File: config.mk
export PLATFORM = sky130hd
export DESIGN_NAME = adder_tree_acc
export DESIGN_NICKNAME = d
export VERILOG_FILES = /design/src/rtl/adder_tree_acc.sv
export SDC_FILE = /design/constraint.sdc
export NUM_CORES = 1
export LEC_CHECK = 0
export ABC_AREA = 1
export BUFFER_PORTS_ARGS = -buffer_cell sky130_fd_sc_hd__buf_2
export CORE_MARGIN = 2
export CORE_UTILIZATION = 50
export CTS_CLUSTER_DIAMETER = 60
export DETAILED_ROUTE_END_ITERATION = 10
export GPL_TIMING_DRIVEN = 0
export PLACE_DENSITY = 0.71
export SLEW_MARGIN = 5
export SYNTH_ARGS = -nofsm -noshare
export SYNTH_HDL_FRONTEND = slang
export SYNTH_SLANG_ARGS = --single-unit
File: constraint.sdc
create_clock -name clk -period 5.4 [get_ports clk]
set_clock_uncertainty 0.15 [all_clocks]
set_input_delay 1.08 -clock clk [delete_from_list [all_inputs] [get_ports clk]]
set_output_delay 1.08 -clock clk [all_outputs]
set_load 0.1 [all_outputs]
File: src/rtl/adder_tree_acc.sv
// Pipelined signed adder tree feeding a multi-beat accumulator; one result per ACC_BEATS beats.
// Valid/ready on both sides; the group sum is clamped or wrapped to WIDTH_SUM bits.
module adder_tree_acc #(
  parameter int WIDTH_ADDEND = 8,
  parameter int NUM_LANES    = 8,
  parameter int ACC_BEATS    = 4,
  parameter int WIDTH_SUM    = 16,
  parameter bit SATURATE     = 1'b1
) (
  input  logic                              clk,
  input  logic                              rst,
  input  logic                              in_valid,
  output logic                              in_ready,
  input  logic [NUM_LANES*WIDTH_ADDEND-1:0] in_data,
  output logic                              out_valid,
  input  logic                              out_ready,
  output logic signed [WIDTH_SUM-1:0]       out_sum,
  output logic                              out_overflow
);

  localparam int L  = $clog2(NUM_LANES);
  localparam int WT = WIDTH_ADDEND + L;
  localparam int WA = WT + $clog2(ACC_BEATS) + 1;
  localparam int CW = (ACC_BEATS > 1) ? $clog2(ACC_BEATS) : 1;

  logic                        en;
  logic                        out_valid_reg;
  logic signed [WIDTH_SUM-1:0] out_sum_reg;
  logic                        out_ovf_reg;

  // A held, unconsumed result stalls the whole pipeline.
  assign en        = !(out_valid_reg && !out_ready);
  assign in_ready  = en;
  assign out_valid = out_valid_reg;
  assign out_sum   = out_sum_reg;
  assign out_overflow = out_ovf_reg;

  genvar gi;
  generate
    for (gi = 0; gi <= L; gi++) begin : g_stage
      localparam int N  = NUM_LANES >> gi;
      localparam int SW = WIDTH_ADDEND + gi;
      logic signed [SW-1:0] node [N];
      logic                 vld;

      if (gi == 0) begin : g_in
        for (genvar gj = 0; gj < N; gj++) begin : g_lane
          assign node[gj] = in_data[gj*WIDTH_ADDEND +: WIDTH_ADDEND];
        end
        assign vld = in_valid && en;
      end else begin : g_add
        always_ff @(posedge clk) begin
          if (rst) begin
            vld <= 1'b0;
          end else if (en) begin
            vld <= g_stage[gi-1].vld;
          end
        end

        // Each level grows by one bit, so pairwise sums never overflow.
        always_ff @(posedge clk) begin
          if (en) begin
            for (int j = 0; j < N; j++) begin
              node[j] <= SW'(g_stage[gi-1].node[2*j]) + SW'(g_stage[gi-1].node[2*j+1]);
            end
          end
        end
      end
    end
  endgenerate

  logic signed [WT-1:0] tree;
  logic                 tree_vld;
  assign tree     = g_stage[L].node[0];
  assign tree_vld = g_stage[L].vld;

  logic signed [WA-1:0] acc_reg;
  logic signed [WA-1:0] acc_base;
  logic signed [WA-1:0] tree_ext;
  logic signed [WA-1:0] sum_exact;
  logic [CW-1:0]        beat_cnt_reg;
  logic                 last_beat;

  assign last_beat = (beat_cnt_reg == CW'(ACC_BEATS - 1));
  assign acc_base  = (beat_cnt_reg == '0) ? '0 : acc_reg;
  assign tree_ext  = WA'(tree);
  assign sum_exact = acc_base + tree_ext;

  logic signed [WIDTH_SUM-1:0] fit_sum;
  logic                        fit_ovf;

  generate
    if (WIDTH_SUM >= WA) begin : g_fit_wide
      assign fit_sum = WIDTH_SUM'(sum_exact);
      assign fit_ovf = 1'b0;
    end else begin : g_fit_narrow
      logic [WA-WIDTH_SUM:0] upper;
      assign upper   = sum_exact[WA-1:WIDTH_SUM-1];
      // In range exactly when all bits from the result sign bit upward agree.
      assign fit_ovf = !((&upper) || !(|upper));
      if (SATURATE) begin : g_sat
        assign fit_sum = !fit_ovf ? sum_exact[WIDTH_SUM-1:0] :
                         sum_exact[WA-1] ? {1'b1, {(WIDTH_SUM-1){1'b0}}} :
                                           {1'b0, {(WIDTH_SUM-1){1'b1}}};
      end else begin : g_wrap
        assign fit_sum = sum_exact[WIDTH_SUM-1:0];
      end
    end
  endgenerate

  always_ff @(posedge clk) begin
    if (rst) begin
      acc_reg       <= '0;
      beat_cnt_reg  <= '0;
      out_valid_reg <= 1'b0;
      out_sum_reg   <= '0;
      out_ovf_reg   <= 1'b0;
    end else if (en) begin
      out_valid_reg <= tree_vld && last_beat;
      if (tree_vld) begin
        acc_reg      <= sum_exact;
        beat_cnt_reg <= last_beat ? '0 : beat_cnt_reg + 1'b1;
        if (last_beat) begin
          out_sum_reg <= fit_sum;
          out_ovf_reg <= fit_ovf;
        end
      end
    end
  end

endmodule
After elaboration in Yosys (flattened, before gate mapping)
Memory sizes are Yosys's and may differ from the RTL's.
Index checks and enable logic that the tools add are counted.
- bits in registers: 34
- bits in writable memories: 67
- bits of input ports: 68
- output and inout bits: 19
- logic and storage cells: 32
- memories kept: 3
- memory list (name ; words ; bits a word ; read ports ; clocked after memory_dff ; write ports ; line ; source):
    g_stage[1].node ; 4 ; 9 ; 4 ; 0 ; 4 ; 43 ; logic signed [SW-1:0] node [N];
    g_stage[2].node ; 2 ; 10 ; 2 ; 0 ; 2 ; 43 ;
    g_stage[3].node ; 1 ; 11 ; 1 ; 0 ; 1 ; 43 ;
- $add $sub $neg: 9
- eq/ne operators: 1
- mux-type cells: 3
- bitwise logic cells: 1
- reductions and logical operators: 8
- operators with widths (kind ; count):
    8-bit by 8-bit adder with 9-bit output ; 4
    9-bit by 9-bit adder with 10-bit output ; 2
    14-bit by 11-bit adder with 14-bit output ; 1
    14-bit two-way mux ; 1
    10-bit by 10-bit adder with 11-bit output ; 1
    1-bit logical AND ; 3
    3-bit AND reduction ; 1
    2-bit by 1-bit adder with 2-bit output, second input constant ; 1
    2-bit == test, second input constant ; 1
    1-bit logical NOT ; 2
    2-bit logical NOT ; 1
    2-bit two-way mux ; 1
    2-bit AND reduction ; 1
    1-bit two-way mux ; 1
    1-bit inverter ; 1

Depth between registers and ports, before layout
Gate-level depths: netlist (run 1).
- word-level depth: 4
- depth in mapped cells: 16
- gate-level depth less buffers: 16

Worst setup path before layout (run 1)
No wires, ideal clock.
- kind: input-to-output
- from: input out_ready
- to: output in_ready
- arrival time: 3045 ps
- required time: 4170 ps
- setup slack: 1125 ps
- stages on the path: 2
- path buffers: 0
- path through: nor2_4 -> inv_1
- longest elaborated chain between the ends: 3
- RTL lines (element ; line ; source):
    start, declared ; 16 ; input logic out_ready,
    1-bit logical NOT ; 32 ; assign en = !(out_valid_reg && !out_ready);
    1-bit logical AND ; 32 ;
    1-bit logical NOT ; 32 ;
    end, declared ; 13 ; output logic in_ready,
No other way between the ends.

Worst setup path in the final report (run 1)
Same ends and word-level chain as after synthesis.

==> results.json, run 1 <==
{
  "cts_tree": "yes",
  "hp-start": "out_sum[11]",
  "path_cells": "buf_2 -> nor2_4 -> inv_4 -> buf_2",
  "synthArstFlopShare_pct": 0,
  "critical_path.max_fanout": 71,
  "synthTopCellsByArea": "edfxtp_1 31%, ha_1 14%, dfxtp_1 11%",
  "synth-edff-count": 67,
  "cts_buffers": 9,
  "r2r_cells": 16,
  "io_buffers": 84,
  "initial_core_util_pct": 51.3,
  "wl_per_cell_um": 12.3,
  "drc": 0,
  "io-pin-count": 87,
  "worstSetupStartpointType": "input port",
  "final.period_utilization_pct": 68.0,
  "syn_inst": 732,
  "drt_first_iter_violations": 230,
  "synth_top_family_by_area": "simple AND/OR/NAND/NOR gates",
  "clk_latency_ps": 350,
  "maxUsedRoutingLayer": "met4",
  "ant_nets": 0,
  "drv_cap": 0,
  "hold_path.class": "flop to flop",
  "syn_to_final_growth_pct": 14.4,
  "max-vdd-ir-drop_v": 0.000197,
  "rsz0062_at_grt": "false",
  "hold_viol_final": 0,
  "met2_length_mm": 6.30,
  "cp_num_buf_inv": 3,
  "cts-root-buf": "clkbuf_16",
  "antenna_found_initial": 0,
  "slew_headroom_pct": 42.8,
  "fp.dieH_um": 118,
  "slew_viol_final": 0,
  "finalSetupViolCount": 0,
  "dpl.cell_count": 988,
  "fmax_mhz": 272,
  "crit_top_cell": "buf_2",
  "path_class": "input port to output port",
  "reg2reg_to": "acc_reg[6]",
  "design.core.area_mm2": 0.0126,
  "largest_reg_flops": 67,
  "r2r-start": "beat_cnt_reg[0]",
  "die_x_um": 118,
  "worstPathRequired_ps": 4170,
  "synthAdderAreaFrac_pct": 17.0,
  "cts_resized": 0,
  "fin_crit_ps": 3670,
  "ys_types": 36,
  "grt_pass1_wl_mm": 20.7,
  "syn_area_mm2": 0.00647,
  "cpPeakStageDelay_ps": 560,
  "cellLeakagePower_uw": 0.00379,
  "nets": 978,
  "syn_avg_cell_area_um2": 8.84,
  "totalWireLength_mm": 12.4,
  "viasPerCell": 4.99,
  "die_area_mm2": 0.0139,
  "synth_warnings": 0,
  "dp_hpwl_mm": 9.81,
  "ys.flop_type": "edfxtp_1",
  "dr_total_vias": 5012,
  "cp-end-kind": "output port",
  "critPathSlowestCell": "inv_4",
  "yosys.area_share.xor_xnor_pct": 7.15,
  "worst_slew_pin_slew_ps": 858,
  "grt_pass1_vias": 4794,
  "met1Wirelength_mm": 5.25,
  "drive_gt1_share_pct": 14.9,
  "p_per_area_mw_per_mm2": 391,
  "syn_nets": 883,
  "track_usage_pct": 18.3,
  "route.met3.wl_um": 476,
  "synth_compound_area_share_pct": 8.39,
  "place_congestion": 0.884,
  "ff2ff_setup_slack_ps": 2440,
  "hold_buffers": 0,
  "htree_levels": 3,
  "critical_path.top_delay_family": "buffers and inverters",
  "outcome": "finished, final reports clean",
  "whs_endpoint": "out_sum[11]",
  "synth-simple-area-share_pct": 18.2,
  "setup_tns_ps": 0,
  "n_antenna_cell": 0,
  "rows": 41,
  "fin_cells": 1004,
  "synth_top_area_share_pct": 31.1,
  "overflow": 0,
  "cts.sinks": 101,
  "cts_setup_buffers": 0,
  "hold_path_depth": 2,
  "grt_max_degree": 72,
  "dr.pass1.iters": 4,
  "cts_max_path_buffers": 2,
  "cp.arrival_ps": 2440,
  "synth_area_leader_cell": "edfxtp_1",
  "clk_pin_slew_worst_paths_ps": 70,
  "yosys_register_bits": 101,
  "ys_seq_area_share_pct": 41.6,
  "synth.area.mux_share_pct": 0
}
==> cell families after synthesis <==
kind of cell             count (synthesis)
AO/OA/AOI/OAI                           99
AND/OR/NAND/NOR                        272
flip-flops                             101
XOR/XNOR                                52
adder cells (fa/ha/maj)                 83
buffers and inverters                  124
other                                    1
==> cells in the final DEF (no fill, tap or decap), drive strengths merged <==
| cell | count |
|---|---|
| conb | 1 |
| nand2 | 166 |
| inv | 118 |
| fa | 8 |
| edfxtp | 67 |
| xor2 | 49 |
| clkbuf | 12 |
| xnor2 | 3 |
| nand3 | 47 |
| a21o | 1 |
| a211oi | 1 |
| dfxtp | 34 |
| o22ai | 4 |
| o21ai | 22 |
| ha | 75 |
| a22o | 2 |
| a21oi | 56 |
| nor2 | 45 |
| nor3 | 3 |
| clkinv | 1 |
| nand4 | 10 |
| buf | 92 |
| o21bai | 8 |
| a31oi | 5 |
| clkinvlp | 1 |
| or2 | 1 |
==> synthesized netlist by cell type, types with 2 or more instances <==
library cell / instances
fa_1: 8
xor2_1: 48
buf_4: 4
a31oi_1: 5
o21ai_1: 2
dfxtp_1: 34
nand2_1: 161
o21ai_0: 20
nand3_1: 45
nor2_2: 2
nand2_4: 2
o21bai_1: 8
nand3_2: 2
nor3_1: 3
a22o_1: 2
o22ai_1: 4
a21oi_1: 55
xnor2_1: 3
nand2_2: 3
ha_1: 75
nand4_1: 10
nor2_1: 40
edfxtp_1: 67
inv_1: 114
buf_2: 3
nor2_4: 2
==> layout make-up <==
cell class | count | area (µm²)
Fill cell | 1122 | 5220
Multi-Input combinational cell | 507 | 3290
Sequential cell | 101 | 2690
Inverter | 115 | 434
Timing Repair Buffer | 84 | 420
Clock buffer | 11 | 253
Tap cell | 172 | 215
Buffer | 9 | 60.1
Clock inverter | 5 | 40.0
==> where the power goes <==
| part | internal, µW | switching, µW | total [µW] | leakage [µW] |
|---|---|---|---|---|
| registers | 1080 | 83.2 | 1170 | 0.000991 |
| clock network | 342 | 290 | 632 | 0.000145 |
| logic | 439 | 652 | 1090 | 0.00265 |
| total | 1870 | 1030 | 2890 | 0.00379 |
==> per-stage QoR <==
stage	setup WS [ps]	power [µW]	cell area (µm²)	hold WS, ps	utilization, %
floorplan	1130	2000	6470	280	-
finish	1730	2890	7400	303	58.7
detailed placement	1720	2270	7110	294	56.3
global route	1650	3100	7400	323	58.7
global placement	400	2220	7110	283	56.3
CTS	1720	2900	7400	310	58.7
==> routing by layer <==
layer / GRT usage, % / vias up
li1: - / 2611
met1: 20.2 / 2257
met2: 34.2 / 118
met3: 2.57 / 26
met4: 8.81 / 0
met5: 0 / -
==> how the worst max path moves through the flow <==
| stage | endpoint | from | depth (start not counted) |
|---|---|---|---|
| 3_5_place_dp | in_ready | out_ready | 4 |
| 6_report | in_ready | out_ready | 4 |
| 5_1_grt | in_ready | out_ready | 4 |
| 3_3_place_gp | in_ready | out_ready | 4 |
| 4_1_cts | in_ready | out_ready | 4 |
| 2_1_floorplan | in_ready | out_ready | 2 |
==> worst reg2reg max path, stage by stage, from the launching register on <==
cell	delay, ps
dfxtp_1	360
inv_1	80
ha_1	250
clkbuf_1	280
nor2_1	220
ha_1	210
inv_1	60
fa_1	400
inv_1	110
nand3_1	80
nand3_2	130
nand2_1	60
nand2_1	90
xor2_2	200
nand2_1	80
nand2_1	60
inv_1	30
(Power assumes the default switching activity.)
==> run 2: changes to the inputs <==
ABC_AREA = 0   (was 1)
PLACE_DENSITY = 0.74   (was 0.71)
clock period = 3.2 ns   (was 5.4 ns; I/O delays follow)
==> run 2 against run 1 <==
Compared with the run above:
- global-route usage shrank 0.77 points
- combinational power rose by 61%
- cell count decreased by 20%
- register-to-register slack lost 2200 ps
- critical path depth increased by 8
- highest routed layer unchanged
- largest cell class unchanged
- largest power group unchanged
- critical endpoint is now acc_reg[10]
- synthesized area fell by 7.2%
==> results.json, run 2 <==
{
  "outcome": "finished, final reports clean",
  "cts_buffers": 9,
  "synth_area_leader_cell": "edfxtp_1",
  "syn_nets": 706,
  "grt_pass1_wl_mm": 18.3,
  "cts_tree": "yes",
  "r2r-start": "beat_cnt_reg[0]",
  "final_common_cell": "buf_2",
  "drive_gt1_share_pct": 17.7,
  "dp_hpwl_mm": 8.28,
  "synth.most_common_cell": "ha_1",
  "p_int_uw": 3220,
  "drt_first_iter_violations": 163,
  "grt_pass1_vias": 4269,
  "ant_nets": 0,
  "io-pin-count": 87,
  "htree_levels": 3,
  "syn_avg_cell_area_um2": 10.8,
  "die_x_um": 114,
  "final_cell_mix": "87 x buf_2, 74 x ha_1, 67 x edfxtp_1",
  "design.core.area_mm2": 0.0119,
  "clk_latency_ps": 340,
  "fp.dieH_um": 114,
  "cp-end-kind": "flop",
  "ys_seq_area_share_pct": 44.8,
  "place_congestion": 0.807,
  "nets": 801,
  "synth_top_area_share_pct": 33.5,
  "critPathLaunch": "beat_cnt_reg[0]",
  "antenna_found_initial": 0,
  "hp-start": "out_sum[8]",
  "rows": 40,
  "overflow": 0,
  "cts-root-buf": "clkbuf_16",
  "worstSetupStartpointType": "flop",
  "r2r_cells": 12,
  "slew_headroom_pct": 39.0,
  "yosys_register_bits": 101,
  "pwr-share-seq_pct": 41.4,
  "place_ws_ps": -126,
  "n_antenna_cell": 0,
  "endpoint": "acc_reg[10]",
  "io_buffers": 85,
  "synth_warnings": 0,
  "cts_setup_buffers": 0,
  "dr_total_vias": 4272,
  "rsz0062_at_grt": "false",
  "worstPathRequired_ps": 3330,
  "slew_viol_final": 0,
  "track_usage_pct": 17.5,
  "p_per_area_mw_per_mm2": 687,
  "fmax_mhz": 336,
  "reg2reg_to": "acc_reg[10]",
  "syn_to_final_growth_pct": 14.8,
  "layout_setup_ws_ps": 223,
  "dr.pass1.iters": 4,
  "combPwrFrac_pct": 37.2,
  "drc": 0,
  "largest_reg_flops": 67,
  "cellLeakagePower_uw": 0.00306,
  "hold_viol_final": 0,
  "final.period_utilization_pct": 93.0,
  "final_core_util_pct": 58.1,
  "ys_types": 50,
  "total_power_uw": 4740,
  "fillers": 1025,
  "synth-edff-count": 67,
  "wl_per_cell_um": 13.2,
  "cts_max_path_buffers": 2,
  "path_class": "flop to flop",
  "synthArstFlopShare_pct": 0,
  "fin_crit_ps": 2980,
  "hold_path.class": "flop to flop",
  "hold_buffers": 0,
  "viasPerCell": 5.33,
  "drv_cap": 0,
  "die_area_mm2": 0.0129,
  "critical_path.max_fanout": 14,
  "cp.arrival_ps": 3110,
  "totalWireLength_mm": 10.6,
  "hold_slack_ps": 301,
  "ff2ff_setup_slack_ps": 220,
  "cts.sinks": 101,
  "finalSetupViolCount": 0,
  "initial_core_util_pct": 50.6,
  "p_clk_share_pct": 21.4,
  "worst_slew_pin_slew_ps": 915,
  "swShare_pct": 32.1,
  "syn_inst": 555,
  "syn_area_mm2": 0.00601,
  "p_switching_uw": 1520,
  "max-vdd-ir-drop_v": 0.000338,
  "netlist_top_cells_count": "75 x ha_1, 67 x edfxtp_1, 58 x nand2_1, 49 x a21oi_1, 41 x xnor2_1",
  "clk_pin_slew_worst_paths_ps": 70,
  "setup_tns_ps": 0,
  "ys.flop_type": "edfxtp_1",
  "grt_max_degree": 76,
  "synthTopCellsByArea": "edfxtp_1 34%, ha_1 16%, dfxtp_1 11%"
}
## run 2: repair_timing
item | 4_1_cts | 5_1_grt
pin swaps | 0 | 0
gates resized for setup | 0 | 2
endpoints found under the hold margin | 0 | 0
endpoints found under the setup margin | 5 | 7
## run 2: worst min path at each step
stage                  to  depth (start not counted)
2_1_floorplan  acc_reg[0]                          2
3_3_place_gp   acc_reg[6]                          2
3_5_place_dp   out_sum[3]                          2
4_1_cts        out_sum[3]                          2
5_1_grt        acc_reg[4]                          2
6_report       out_sum[8]                          2
## run 2: per-stage QoR
step	cell area, µm²	cells
6_report	6900	802
3_5_place_dp	6620	787
3_3_place_gp	6620	787
2_1_floorplan	6010	555
5_1_grt	6900	802
4_1_cts	6890	802
## run 2: layout make-up
cell class	count	area [µm²]	area share, %
clock buffers	11	233	3.38
well taps	147	184	2.67
inverters	15	56.3	0.817
repair buffers	85	425	6.17
plain buffers	13	73.8	1.07
flip-flops and latches	101	2690	39.0
multi-input cells	425	3190	46.2
clock inverters	5	45.0	0.653
## run 2: power groups by stage
| stage | logic, µW | registers (µW) | clock network, µW |
|---|---|---|---|
| 3_5_place_dp | 1750 | 1990 | 0 |
| 2_1_floorplan | 1410 | 1950 | 0 |
| 4_1_cts | 1760 | 1960 | 1040 |
| 3_3_place_gp | 1670 | 1980 | 0 |
| 5_1_grt | 2000 | 1990 | 1090 |
| 6_report | 1760 | 1960 | 1010 |
## run 2: logic make-up (layout without fill, tap and decap cells)
family,after synthesis,after routing,share of synthesized area [%]
buffers and inverters,29,129,2.23
AOI/OAI and AO/OA,143,143,15.4
muxes,3,3,0.500
other,1,1,0.0624
and+or+nand+nor,140,140,10.7
adders and majority gates,83,83,18.3
xor gates and xnor gates,55,55,8.02
DFF,101,101,44.8
## run 2: worst max-delay path, stage by stage, from the launching register on
cell and delay (ps):
dfxtp_1 390, inv_1 60, ha_2 290, nor2b_1 160, ha_1 190, inv_1 60
fa_1 390, nand2b_1 190, a21oi_2 210, o211ai_1 210, o32ai_1 300, a31o_2 180
a22o_1 140
## run 2: layer usage
| metal | up-vias | track usage, % | part of all wire [%] |
|---|---|---|---|
| met5 | - | 0 | 0 |
| met3 | 16 | 3.56 | 3.6 |
| li1 | 2211 | - | - |
| met4 | 0 | 6.50 | 1.6 |
| met1 | 1958 | 20.8 | 45 |
| met2 | 87 | 31.3 | 50 |
